File: config.mk
export PLATFORM = sky130hd
export DESIGN_NAME = nmr_bstrm_scan_sched
export DESIGN_NICKNAME = d
export VERILOG_FILES = /design/src/rtl/nmr_sched_pkg.sv /design/src/rtl/nmr_dly_cnt.sv /design/src/rtl/nmr_bstrm_scan_sched.sv
export SDC_FILE = /design/constraint.sdc
export NUM_CORES = 1
export LEC_CHECK = 0
export CAP_MARGIN = 20
export CORE_ASPECT_RATIO = 0.7
export CORE_MARGIN = 4
export CORE_UTILIZATION = 54
export CTS_BUF_LIST = sky130_fd_sc_hd__clkbuf_8
export CTS_CLUSTER_DIAMETER = 150
export DETAILED_ROUTE_END_ITERATION = 12
export PLACE_DENSITY = 0.8
export SYNTH_ARGS = -nofsm -noshare
export SYNTH_HDL_FRONTEND = slang
export SYNTH_HIERARCHICAL = 1
export SYNTH_SLANG_ARGS = --single-unit
File: constraint.sdc
create_clock -name CLK -period 3.69 [get_ports CLK]
set_input_delay 0.738 -clock CLK [delete_from_list [all_inputs] [get_ports CLK]]
set_output_delay 0.738 -clock CLK [all_outputs]
set_load 0.02 [all_outputs]
File: src/rtl/nmr_sched_pkg.sv
// ---------------------------------------------------------------------------
// nmr_sched_pkg
// Shared definitions for the NMR scan scheduler: one-hot state encoding and
// default widths / ack timeout used by nmr_bstrm_scan_sched.
// ---------------------------------------------------------------------------
package nmr_sched_pkg;

   localparam int SCAN_WIDTH_DEF = 16;  // scan count / counter width
   localparam int DLY_WIDTH_DEF  = 32;  // TR delay counter width (CLK cycles)
   localparam int ACK_TO_DEF     = 15;  // cycles allowed for BSTRM_DONE to fall

   // One-hot encoding: each state owns one flop bit.
   typedef enum logic [8:0] {
      ST_IDLE     = 9'b0_0000_0001,
      ST_CHK      = 9'b0_0000_0010,
      ST_WAIT_RDY = 9'b0_0000_0100,
      ST_PULSE    = 9'b0_0000_1000,
      ST_WAIT_ACK = 9'b0_0001_0000,
      ST_RUN      = 9'b0_0010_0000,
      ST_DELAY    = 9'b0_0100_0000,
      ST_DRAIN    = 9'b0_1000_0000,
      ST_FINISH   = 9'b1_0000_0000
   } sched_state_e;

endpackage

File: src/rtl/nmr_dly_cnt.sv
// ---------------------------------------------------------------------------
// nmr_dly_cnt
// Loadable down-counter that stops at zero. Used by the scan scheduler for
// the TR repetition delay and for the start-acknowledge timeout.
//   clk, rst_n : clock, asynchronous active-low reset
//   load_i     : load value_i (has priority over en_i)
//   value_i    : value to load
//   en_i       : decrement by one when non-zero
//   zero_o     : count is 0
//   one_o      : count is 1 (last cycle before expiry)
// ---------------------------------------------------------------------------
module nmr_dly_cnt #(
   parameter int WIDTH = 32
) (
   input  logic             clk,
   input  logic             rst_n,
   input  logic             load_i,
   input  logic [WIDTH-1:0] value_i,
   input  logic             en_i,
   output logic             zero_o,
   output logic             one_o
);

   logic [WIDTH-1:0] cnt_q, cnt_d;

   // NOTE: every signal assigned in always_comb gets a default first so no
   // path leaves it unassigned, which would otherwise infer a latch.
   always_comb begin
      cnt_d = cnt_q;
      if (load_i) begin
         cnt_d = value_i;
      end else if (en_i && (cnt_q != '0)) begin
         cnt_d = cnt_q - WIDTH'(1);
      end
   end

   // NOTE: state registers use non-blocking assignments so all flops update
   // together from values computed in the previous cycle.
   always_ff @(posedge clk or negedge rst_n) begin
      if (!rst_n) begin
         cnt_q <= '0;
      end else begin
         cnt_q <= cnt_d;
      end
   end

   assign zero_o = (cnt_q == '0);
   assign one_o  = (cnt_q == WIDTH'(1));

endmodule

File: src/rtl/nmr_bstrm_scan_sched.sv
// ---------------------------------------------------------------------------
// nmr_bstrm_scan_sched
// Runs the stored pulse program NUM_SCANS times through the bitstream
// controller's START/DONE handshake, with TR_DLY idle cycles between the
// DONE rise of one scan and the START of the next.
//   CLK, RST_N   : clock, asynchronous active-low reset
//   GO           : one-cycle run request (accepted in IDLE with ABORT low)
//   ABORT        : stop scheduling further scans
//   NUM_SCANS    : scans per run (latched on GO)
//   TR_DLY       : repetition delay in cycles (latched on GO)
//   BSTRM_START  : one-cycle start pulse to the bitstream controller
//   BSTRM_DONE   : controller idle flag
//   BUSY         : run in progress
//   DONE         : one-cycle end-of-run pulse
//   SCAN_TICK    : one-cycle pulse per completed scan
//   SCAN_CNT     : completed scans in the current run (saturating)
//   ABORTED, ERR : sticky abort / ack-timeout status, cleared on GO
// ---------------------------------------------------------------------------
module nmr_bstrm_scan_sched
   import nmr_sched_pkg::*;
#(
   parameter int SCAN_WIDTH = SCAN_WIDTH_DEF,
   parameter int DLY_WIDTH  = DLY_WIDTH_DEF,
   parameter int ACK_TO     = ACK_TO_DEF
) (
   input  logic                  CLK,
   input  logic                  RST_N,
   input  logic                  GO,
   input  logic                  ABORT,
   input  logic [SCAN_WIDTH-1:0] NUM_SCANS,
   input  logic [DLY_WIDTH-1:0]  TR_DLY,
   output logic                  BSTRM_START,
   input  logic                  BSTRM_DONE,
   output logic                  BUSY,
   output logic                  DONE,
   output logic                  SCAN_TICK,
   output logic [SCAN_WIDTH-1:0] SCAN_CNT,
   output logic                  ABORTED,
   output logic                  ERR
);

   localparam int ACK_W = $clog2(ACK_TO + 1);

   sched_state_e          state_q, state_d;
   logic [SCAN_WIDTH-1:0] num_q, num_d;
   logic [DLY_WIDTH-1:0]  tr_q, tr_d;
   logic [SCAN_WIDTH-1:0] cnt_q, cnt_d;
   logic                  tick_q, tick_d;
   logic                  aborted_q, aborted_d;
   logic                  err_q, err_d;

   logic dly_load, dly_en, dly_zero, dly_one;
   logic ack_load, ack_en, ack_zero, ack_one;

   // One extra bit so the all-ones case neither wraps nor matches NUM_SCANS.
   logic [SCAN_WIDTH:0]   cnt_inc;
   logic [SCAN_WIDTH-1:0] cnt_sat;
   logic                  last_scan;

   assign cnt_inc   = {1'b0, cnt_q} + {{SCAN_WIDTH{1'b0}}, 1'b1};
   assign cnt_sat   = cnt_inc[SCAN_WIDTH] ? cnt_q : cnt_inc[SCAN_WIDTH-1:0];
   assign last_scan = (cnt_inc == {1'b0, num_q});

   // TR delay: loaded on the DONE-rise cycle, expires TR_DLY cycles later.
   nmr_dly_cnt #(.WIDTH(DLY_WIDTH)) u_dly_cnt (
      .clk     (CLK),
      .rst_n   (RST_N),
      .load_i  (dly_load),
      .value_i (tr_q),
      .en_i    (dly_en),
      .zero_o  (dly_zero),
      .one_o   (dly_one)
   );

   // Ack timeout: loaded in PULSE, the ACK_TO-th WAIT_ACK cycle sees one_o.
   nmr_dly_cnt #(.WIDTH(ACK_W)) u_ack_cnt (
      .clk     (CLK),
      .rst_n   (RST_N),
      .load_i  (ack_load),
      .value_i (ACK_W'(ACK_TO)),
      .en_i    (ack_en),
      .zero_o  (ack_zero),
      .one_o   (ack_one)
   );

   always_comb begin
      state_d   = state_q;
      num_d     = num_q;
      tr_d      = tr_q;
      cnt_d     = cnt_q;
      tick_d    = 1'b0;
      aborted_d = aborted_q;
      err_d     = err_q;
      dly_load  = 1'b0;
      dly_en    = 1'b0;
      ack_load  = 1'b0;
      ack_en    = 1'b0;

      unique case (state_q)
         ST_IDLE: begin
            if (GO && !ABORT) begin
               num_d     = NUM_SCANS;
               tr_d      = TR_DLY;
               cnt_d     = '0;
               aborted_d = 1'b0;
               err_d     = 1'b0;
               state_d   = ST_CHK;
            end
         end
         ST_CHK: begin
            if (ABORT) begin
               aborted_d = 1'b1;
               state_d   = ST_FINISH;
            end else if (num_q == '0) begin
               state_d = ST_FINISH;
            end else begin
               state_d = ST_WAIT_RDY;
            end
         end
         ST_WAIT_RDY: begin
            if (ABORT) begin
               aborted_d = 1'b1;
               state_d   = ST_FINISH;
            end else if (BSTRM_DONE) begin
               state_d = ST_PULSE;
            end
         end
         ST_PULSE: begin
            // START is already on the wire this cycle, so an abort must
            // still let that sequence drain.
            ack_load = 1'b1;
            if (ABORT) begin
               aborted_d = 1'b1;
               state_d   = ST_DRAIN;
            end else begin
               state_d = ST_WAIT_ACK;
            end
         end
         ST_WAIT_ACK: begin
            ack_en = 1'b1;
            if (ABORT) begin
               aborted_d = 1'b1;
               state_d   = ST_DRAIN;
            end else if (!BSTRM_DONE) begin
               state_d = ST_RUN;
            end else if (ack_one || ack_zero) begin
               err_d   = 1'b1;
               state_d = ST_FINISH;
            end
         end
         ST_RUN: begin
            if (BSTRM_DONE) begin
               cnt_d  = cnt_sat;
               tick_d = 1'b1;
               if (ABORT) begin
                  aborted_d = 1'b1;
               end
               if (last_scan) begin
                  state_d = ST_FINISH;
               end else if (ABORT) begin
                  state_d = ST_DRAIN;
               end else if (tr_q == '0) begin
                  state_d = ST_PULSE;
               end else begin
                  dly_load = 1'b1;
                  state_d  = ST_DELAY;
               end
            end else if (ABORT) begin
               aborted_d = 1'b1;
               state_d   = ST_DRAIN;
            end
         end
         ST_DELAY: begin
            dly_en = 1'b1;
            if (ABORT) begin
               aborted_d = 1'b1;
               state_d   = ST_FINISH;
            end else if (dly_one || dly_zero) begin
               state_d = ST_PULSE;
            end
         end
         ST_DRAIN: begin
            if (BSTRM_DONE) begin
               state_d = ST_FINISH;
            end
         end
         ST_FINISH: begin
            state_d = ST_IDLE;
         end
         default: begin
            state_d = ST_IDLE;
         end
      endcase
   end

   // NOTE: the latched configuration is reset along with the control state;
   // these are plain registers, not a memory array, so resetting them is free
   // and keeps every output defined straight out of reset.
   always_ff @(posedge CLK or negedge RST_N) begin
      if (!RST_N) begin
         state_q   <= ST_IDLE;
         num_q     <= '0;
         tr_q      <= '0;
         cnt_q     <= '0;
         tick_q    <= 1'b0;
         aborted_q <= 1'b0;
         err_q     <= 1'b0;
      end else begin
         state_q   <= state_d;
         num_q     <= num_d;
         tr_q      <= tr_d;
         cnt_q     <= cnt_d;
         tick_q    <= tick_d;
         aborted_q <= aborted_d;
         err_q     <= err_d;
      end
   end

   // Moore outputs decoded straight from the state flops.
   assign BSTRM_START = (state_q == ST_PULSE);
   assign DONE        = (state_q == ST_FINISH);
   assign BUSY        = (state_q != ST_IDLE);
   assign SCAN_TICK   = tick_q;
   assign SCAN_CNT    = cnt_q;
   assign ABORTED     = aborted_q;
   assign ERR         = err_q;

endmodule
After elaboration in Yosys (flattened, before gate mapping)
Index checks and enable logic that the tools add are counted.

operators by class
  add/sub/neg operators = 3
  equality and inequality tests = 25
  muxes and demuxes = 43
  reduce and logical (&&, ||, !) cells = 23

operators with widths
  operator                                                              number
  9-bit 2-to-1 mux                                                      14
  9-bit case mux with 8 select lines                                    1
  32-bit logical NOT                                                    2
  32-bit 2-to-1 mux                                                     2
  16-bit 2-to-1 mux                                                     3
  32-bit by 1-bit == test with 1-bit output, second input constant      1
  16-bit case mux with 2 select lines                                   1
  32-bit nonzero test                                                   1
  32-bit by 1-bit subtractor with 32-bit output, second input constant  1
  16-bit by 1-bit adder with 17-bit output, second input constant       1
  17-bit by 16-bit == test with 1-bit output                            1
  16-bit logical NOT                                                    1
  8-bit 2-to-1 mux                                                      2
  1-bit 2-to-1 mux                                                      15
  2-bit inequality test, second input constant                          7
  2-bit nonzero test                                                    5
  9-bit by 1-bit == test with 1-bit output, second input constant       1
  9-bit by 2-bit == test with 1-bit output, second input constant       1
  9-bit by 3-bit == test with 1-bit output, second input constant       1
  9-bit by 4-bit == test with 1-bit output, second input constant       1
  9-bit by 5-bit == test with 1-bit output, second input constant       1
  9-bit by 6-bit == test with 1-bit output, second input constant       1
  9-bit by 7-bit == test with 1-bit output, second input constant       1
  9-bit by 8-bit == test with 1-bit output, second input constant       1
  other kinds (21)                                                      28

word-level totals
  bits in registers = 112
  output and inout bits = 22

Longest topological paths before layout
  depth in word-level cells = 7
  depth in mapped cells = 15

Hierarchy
Netlist, hierarchy kept.

modules (own cells, without submodules)
  module                   instances  cells each  area each (um^2)  seq. area each (um^2)
  nmr_bstrm_scan_sched     1          482         4067.7            1903.1
  nmr_dly_cnt (u_dly_cnt)  1          240         2085.8            800.8
  nmr_dly_cnt (u_ack_cnt)  1          30          266.5             100.1

Least setup slack after synthesis
Ideal clock, no wire load.

  kind = register to register
  start point = register cnt_q[0], in the netlist SCAN_CNT[0]
  end point = register u_dly_cnt.cnt_q[10]
  library setup time = 0.136 ns
  data arrival time = 3.077 ns
  data required time = 3.554 ns
  path slack = 0.477 ns
  cell stages (with the launch flop) = 13
  path buffers = 3
  clock period less this slack = 3.213 ns
  cells stage by stage = dfrtp_1 > ha_1 > nand3_2 > nor2_2 > nand2_1 > and4b_1 > a311oi_1 > o21ai_0 > nor3_1 > clkbuf_1 > clkbuf_1 > clkbuf_1 > o21ai_0

on the way
  cells in the longest elaborated chain, start to end = 6
  elaborated cells on any way between the ends = 7
  classes of those cells = 1 x add/sub; 1 x eq/ne; 4 x mux; 1 x reduce/logical

ends and longest elaborated chain
  what                                                            line                         RTL
  start: declaration                                              nmr_bstrm_scan_sched.sv:47   logic [SCAN_WIDTH-1:0] cnt_q, cnt_d;
  start signal: assignment                                        nmr_bstrm_scan_sched.sv:212  cnt_q <= cnt_d;
  16-bit by 1-bit adder with 17-bit output (*)                    nmr_bstrm_scan_sched.sv:60   assign cnt_inc = {1'b0, cnt_q} + {{SCAN_WIDTH{1'b0}}, 1'b1};
  17-bit by 16-bit == test with 1-bit output (*)                  nmr_bstrm_scan_sched.sv:62   assign last_scan = (cnt_inc == {1'b0, num_q});
  1-bit 2-to-1 mux (*)                                            nmr_bstrm_scan_sched.sv:158  if (last_scan) begin
  1-bit 2-to-1 mux (*)                                            nmr_bstrm_scan_sched.sv:152  if (BSTRM_DONE) begin
  1-bit 2-to-1 mux (*)                                            nmr_bstrm_scan_sched.sv:99   unique case (state_q)
  net dly_load                                                    nmr_bstrm_scan_sched.sv:52   logic dly_load, dly_en, dly_zero, dly_one;
  32-bit 2-to-1 mux / 2-bit nonzero test (equally long branches)  n/a
  end signal: assignment                                          nmr_dly_cnt.sv:43            cnt_q <= cnt_d;
  end: declaration                                                nmr_dly_cnt.sv:24            logic [WIDTH-1:0] cnt_q, cnt_d;

Mark *: on every way through the listed nets, which the timed path passes. The rest lies on a longest branch.
A chain may end at the register's enable or synchronous reset.

Worst setup path in the final report
  start point = register cnt_q[0], in the netlist SCAN_CNT[0]
  end point = register u_dly_cnt.cnt_q[26]

Same word-level chain as after synthesis.

==> flow_summary.yaml <==
sta:
  period_share: 0.932
  hold_viol: 0
  fmax_mhz: 291
  min_period_ns: 3.44
  fin_worst_skew_ns: 0.0193
  slew_viol_final: 0
  rsz0062_at_grt: "no"
  tns_ns: 0
  max_slew_margin: 0.548
  worst_pin_slew_ns: 0.672
  setup_viol: 0
synthesis:
  yosys_warnings: 6
  synth-edff-count: 0
  synth-async-reset-ratio: 1.00
  syn_inst: 752
  ys.flop_type: "dfrtp_1"
  ys_types: 73
  synth_seq_cells: 112
  syn_area_per_cell_um2: 8.54
  syn_area_mm2: 0.00642
  synth-seq-area-share: 0.437
grt:
  grt_max_degree: 113
  overflow: 0
  grt_pass1_vias: 5616
  grt_pass1_wl_um: 28600
  antenna_found_initial: 0
  grt_util_all_layers: 0.253
route:
  drt-wirelength-per-cell_um: 17.4
  dr.pass1.iters: 5
  drt_iter0_markers: 492
  vias: 5973
  wl_um: 17100
  antenna_left: 0
  drc: 0
  vias_per_cell: 6.08
clock_network:
  root_buffer: "clkbuf_8"
  cts.hold.buffers_added: 0
  path_clk_slew_ns: 0.12
  numCtsBuffers: 9
  cts_tree: "done"
  clkSinkCount: 112
  cts.path.max_buffers: 2
  htreeDepth: 3
  clk-insertion-delay-late_ns: 0.39
worst_setup_path:
  critPathMaxStageDelay_ns: 0.53
  crit_arrival_ns: 3.76
  r2r_cells: 10
  r2r_end: "u_dly_cnt/cnt_q[26]"
  cp_max_fo: 33
  cp-start-kind: "flip-flop"
  reg2reg_from: "SCAN_CNT[0]"
  rrSetupSlack_ns: 0.25
  crit_buf_inv: 1
  crit_path_cell_trace: "ha_1 -> nand3_2 -> or3_1 -> a2111oi_2 -> nand4b_1 -> o21ai_0 -> nor3_2 -> buf_4 -> or4_1 -> nand3_1"
  cp_data_required_time_ns: 4.01
  cp_slowest_cell: "or4_1"
  timing.critical_path.to_type: "flip-flop"
  worstSetupPathType: "reg2reg"
  critPathTopFamily: "simple AND/OR/NAND/NOR gates"
layout:
  most-common-layout-cells: "nand2_1 (198), dfrtp_1 (111), clkdlybuf4s50_1 (73)"
  multiInputGateArea_mm2: 0.00338
  fillers: 973
  diodes: 0
  seqCellArea_mm2: 0.00280
  syn2layout_area_growth_pct: 17.2
  final_common_cell: "nand2_1"
  post_layout_nonfiller_instances: 982
  drive_gt1_frac: 0.0885
  nets: 879
power:
  ir_drop_mv: 0.277
  powerDensity_mw_per_mm2: 447
  p_leak_nw: 3.00
die:
  row_count: 33
  pin_count: 75
  coreArea_mm2: 0.0117
  floorplan.initialDensity: 0.549
  design.die.area_mm2: 0.0137
  die_h_um: 99.2
  die_x_um: 138
placement:
  dp.cells: 967
  dp_hpwl_um: 12500
  numPortBuffers: 74
  place_congestion: 0.952
run_status:
  status: "complete, no violations"
hold_path:
  hold_class: "in2async"
run:
  drv_cap: 0
[per-layer routing]
layer | global-route usage | part of all wire | vias to the layer above
met2 | 0.362 | 0.43 | 263
met3 | 0.0596 | 0.080 | 29
met4 | 0.0729 | 0.013 | 0
met1 | 0.385 | 0.48 | 2859
li1 | - | - | 2822
met5 | 0 | 0 | -
[worst register-to-register path: cells and delay by family, from the launching register on]
family / cells / cell delay (ns)
fa+ha+maj: 1 / 0.35
simple gates: 6 / 1.60
flops: 1 / 0.50
buf+inv: 1 / 0.24
compound gates: 2 / 0.68
[worst max-delay path by stage]
stage | start | end | slack, ns | depth (start not counted)
detailed placement | SCAN_CNT[0] | u_dly_cnt/cnt_q[26] | 0.22 | 11
global route | SCAN_CNT[0] | u_dly_cnt/cnt_q[26] | 0.03 | 11
CTS | SCAN_CNT[0] | u_dly_cnt/cnt_q[26] | 0.18 | 11
floorplan | SCAN_CNT[0] | u_dly_cnt/cnt_q[10] | 0.48 | 12
global placement | SCAN_CNT[0] | u_dly_cnt/cnt_q[18] | 0.46 | 11
finish | SCAN_CNT[0] | u_dly_cnt/cnt_q[26] | 0.25 | 10
[where the power goes]
group | leakage, nW | total [mW] | internal, mW | switching (mW)
combinational | 1.60 | 0.848 | 0.357 | 0.491
clock | 0.0954 | 0.715 | 0.261 | 0.453
sequential | 1.30 | 1.81 | 1.50 | 0.307
[synthesized netlist by cell type, types with 5 or more instances]
library cell	instances	share of area
and3_1	6	0.0058
a311oi_1	6	0.0082
dfrtp_1	111	0.43
nor2_1	42	0.025
o31ai_1	8	0.0094
buf_4	6	0.0070
nand2_1	198	0.12
nand3_1	23	0.018
or2_2	5	0.0049
a21oi_1	10	0.0078
nor3_1	15	0.012
a31oi_1	14	0.014
ha_1	5	0.0097
nand2b_1	7	0.0068
xnor2_1	29	0.040
nand4_1	12	0.012
o21ai_0	47	0.037
clkbuf_1	21	0.012
xor2_1	10	0.014
o211ai_1	10	0.012
or3_1	12	0.012
or4_1	13	0.015
nor4_1	27	0.026
buf_2	7	0.0055
inv_1	21	0.012
[cell type report]
type                       count  area share
clock inverter                 6     0.00831
sequential                   112       0.373
multi-input combinational    586       0.449
timing repair buffer          91       0.117
tap                          157      0.0261
inverter                      21      0.0105
clock buffer                   9      0.0165
[through the flow]
| step | worst slack (ns) | cell area, um2 | hold WS (ns) | total power, mW | util |
|---|---|---|---|---|---|
| after floorplan | 0.477 | 6430 | 0.442 | 2.29 | - |
| after global placement | 0.459 | 7330 | 0.475 | 2.60 | 0.628 |
| after detailed placement | 0.217 | 7330 | 0.478 | 2.66 | 0.628 |
| after CTS | 0.179 | 7520 | 0.452 | 3.38 | 0.644 |
| after global routing | 0.0332 | 7530 | 0.466 | 3.59 | 0.644 |
| final | 0.249 | 7530 | 0.384 | 3.37 | 0.644 |
[sequential cells by signal, indices dropped and copies added, names as in the netlist]
name / flops
num_q: 16
SCAN_CNT: 16
u_ack_cnt/cnt_q: 4
state_q: 9
u_dly_cnt/cnt_q: 32
tr_q: 32
ABORTED: 1
SCAN_TICK: 1
ERR: 1
[logic make-up (layout without fill, tap and decap cells)]
logic type	count (synthesis)	in the layout	share of synthesized area
DFF	112	112	0.437
muxes	1	1	0.00156
xor gates and xnor gates	39	39	0.0532
other	1	4	0.000584
and+or+nand+nor	405	405	0.315
buffers and inverters	57	127	0.0405
AOI/OAI and AO/OA	132	132	0.143
adders and majority gates	5	5	0.00974
[repair_timing]
action	CTS	global route
buffers inserted	0	0
gates resized for setup	0	1
endpoints found under the setup margin	0	30
Power figures use the tool's default switching activity.
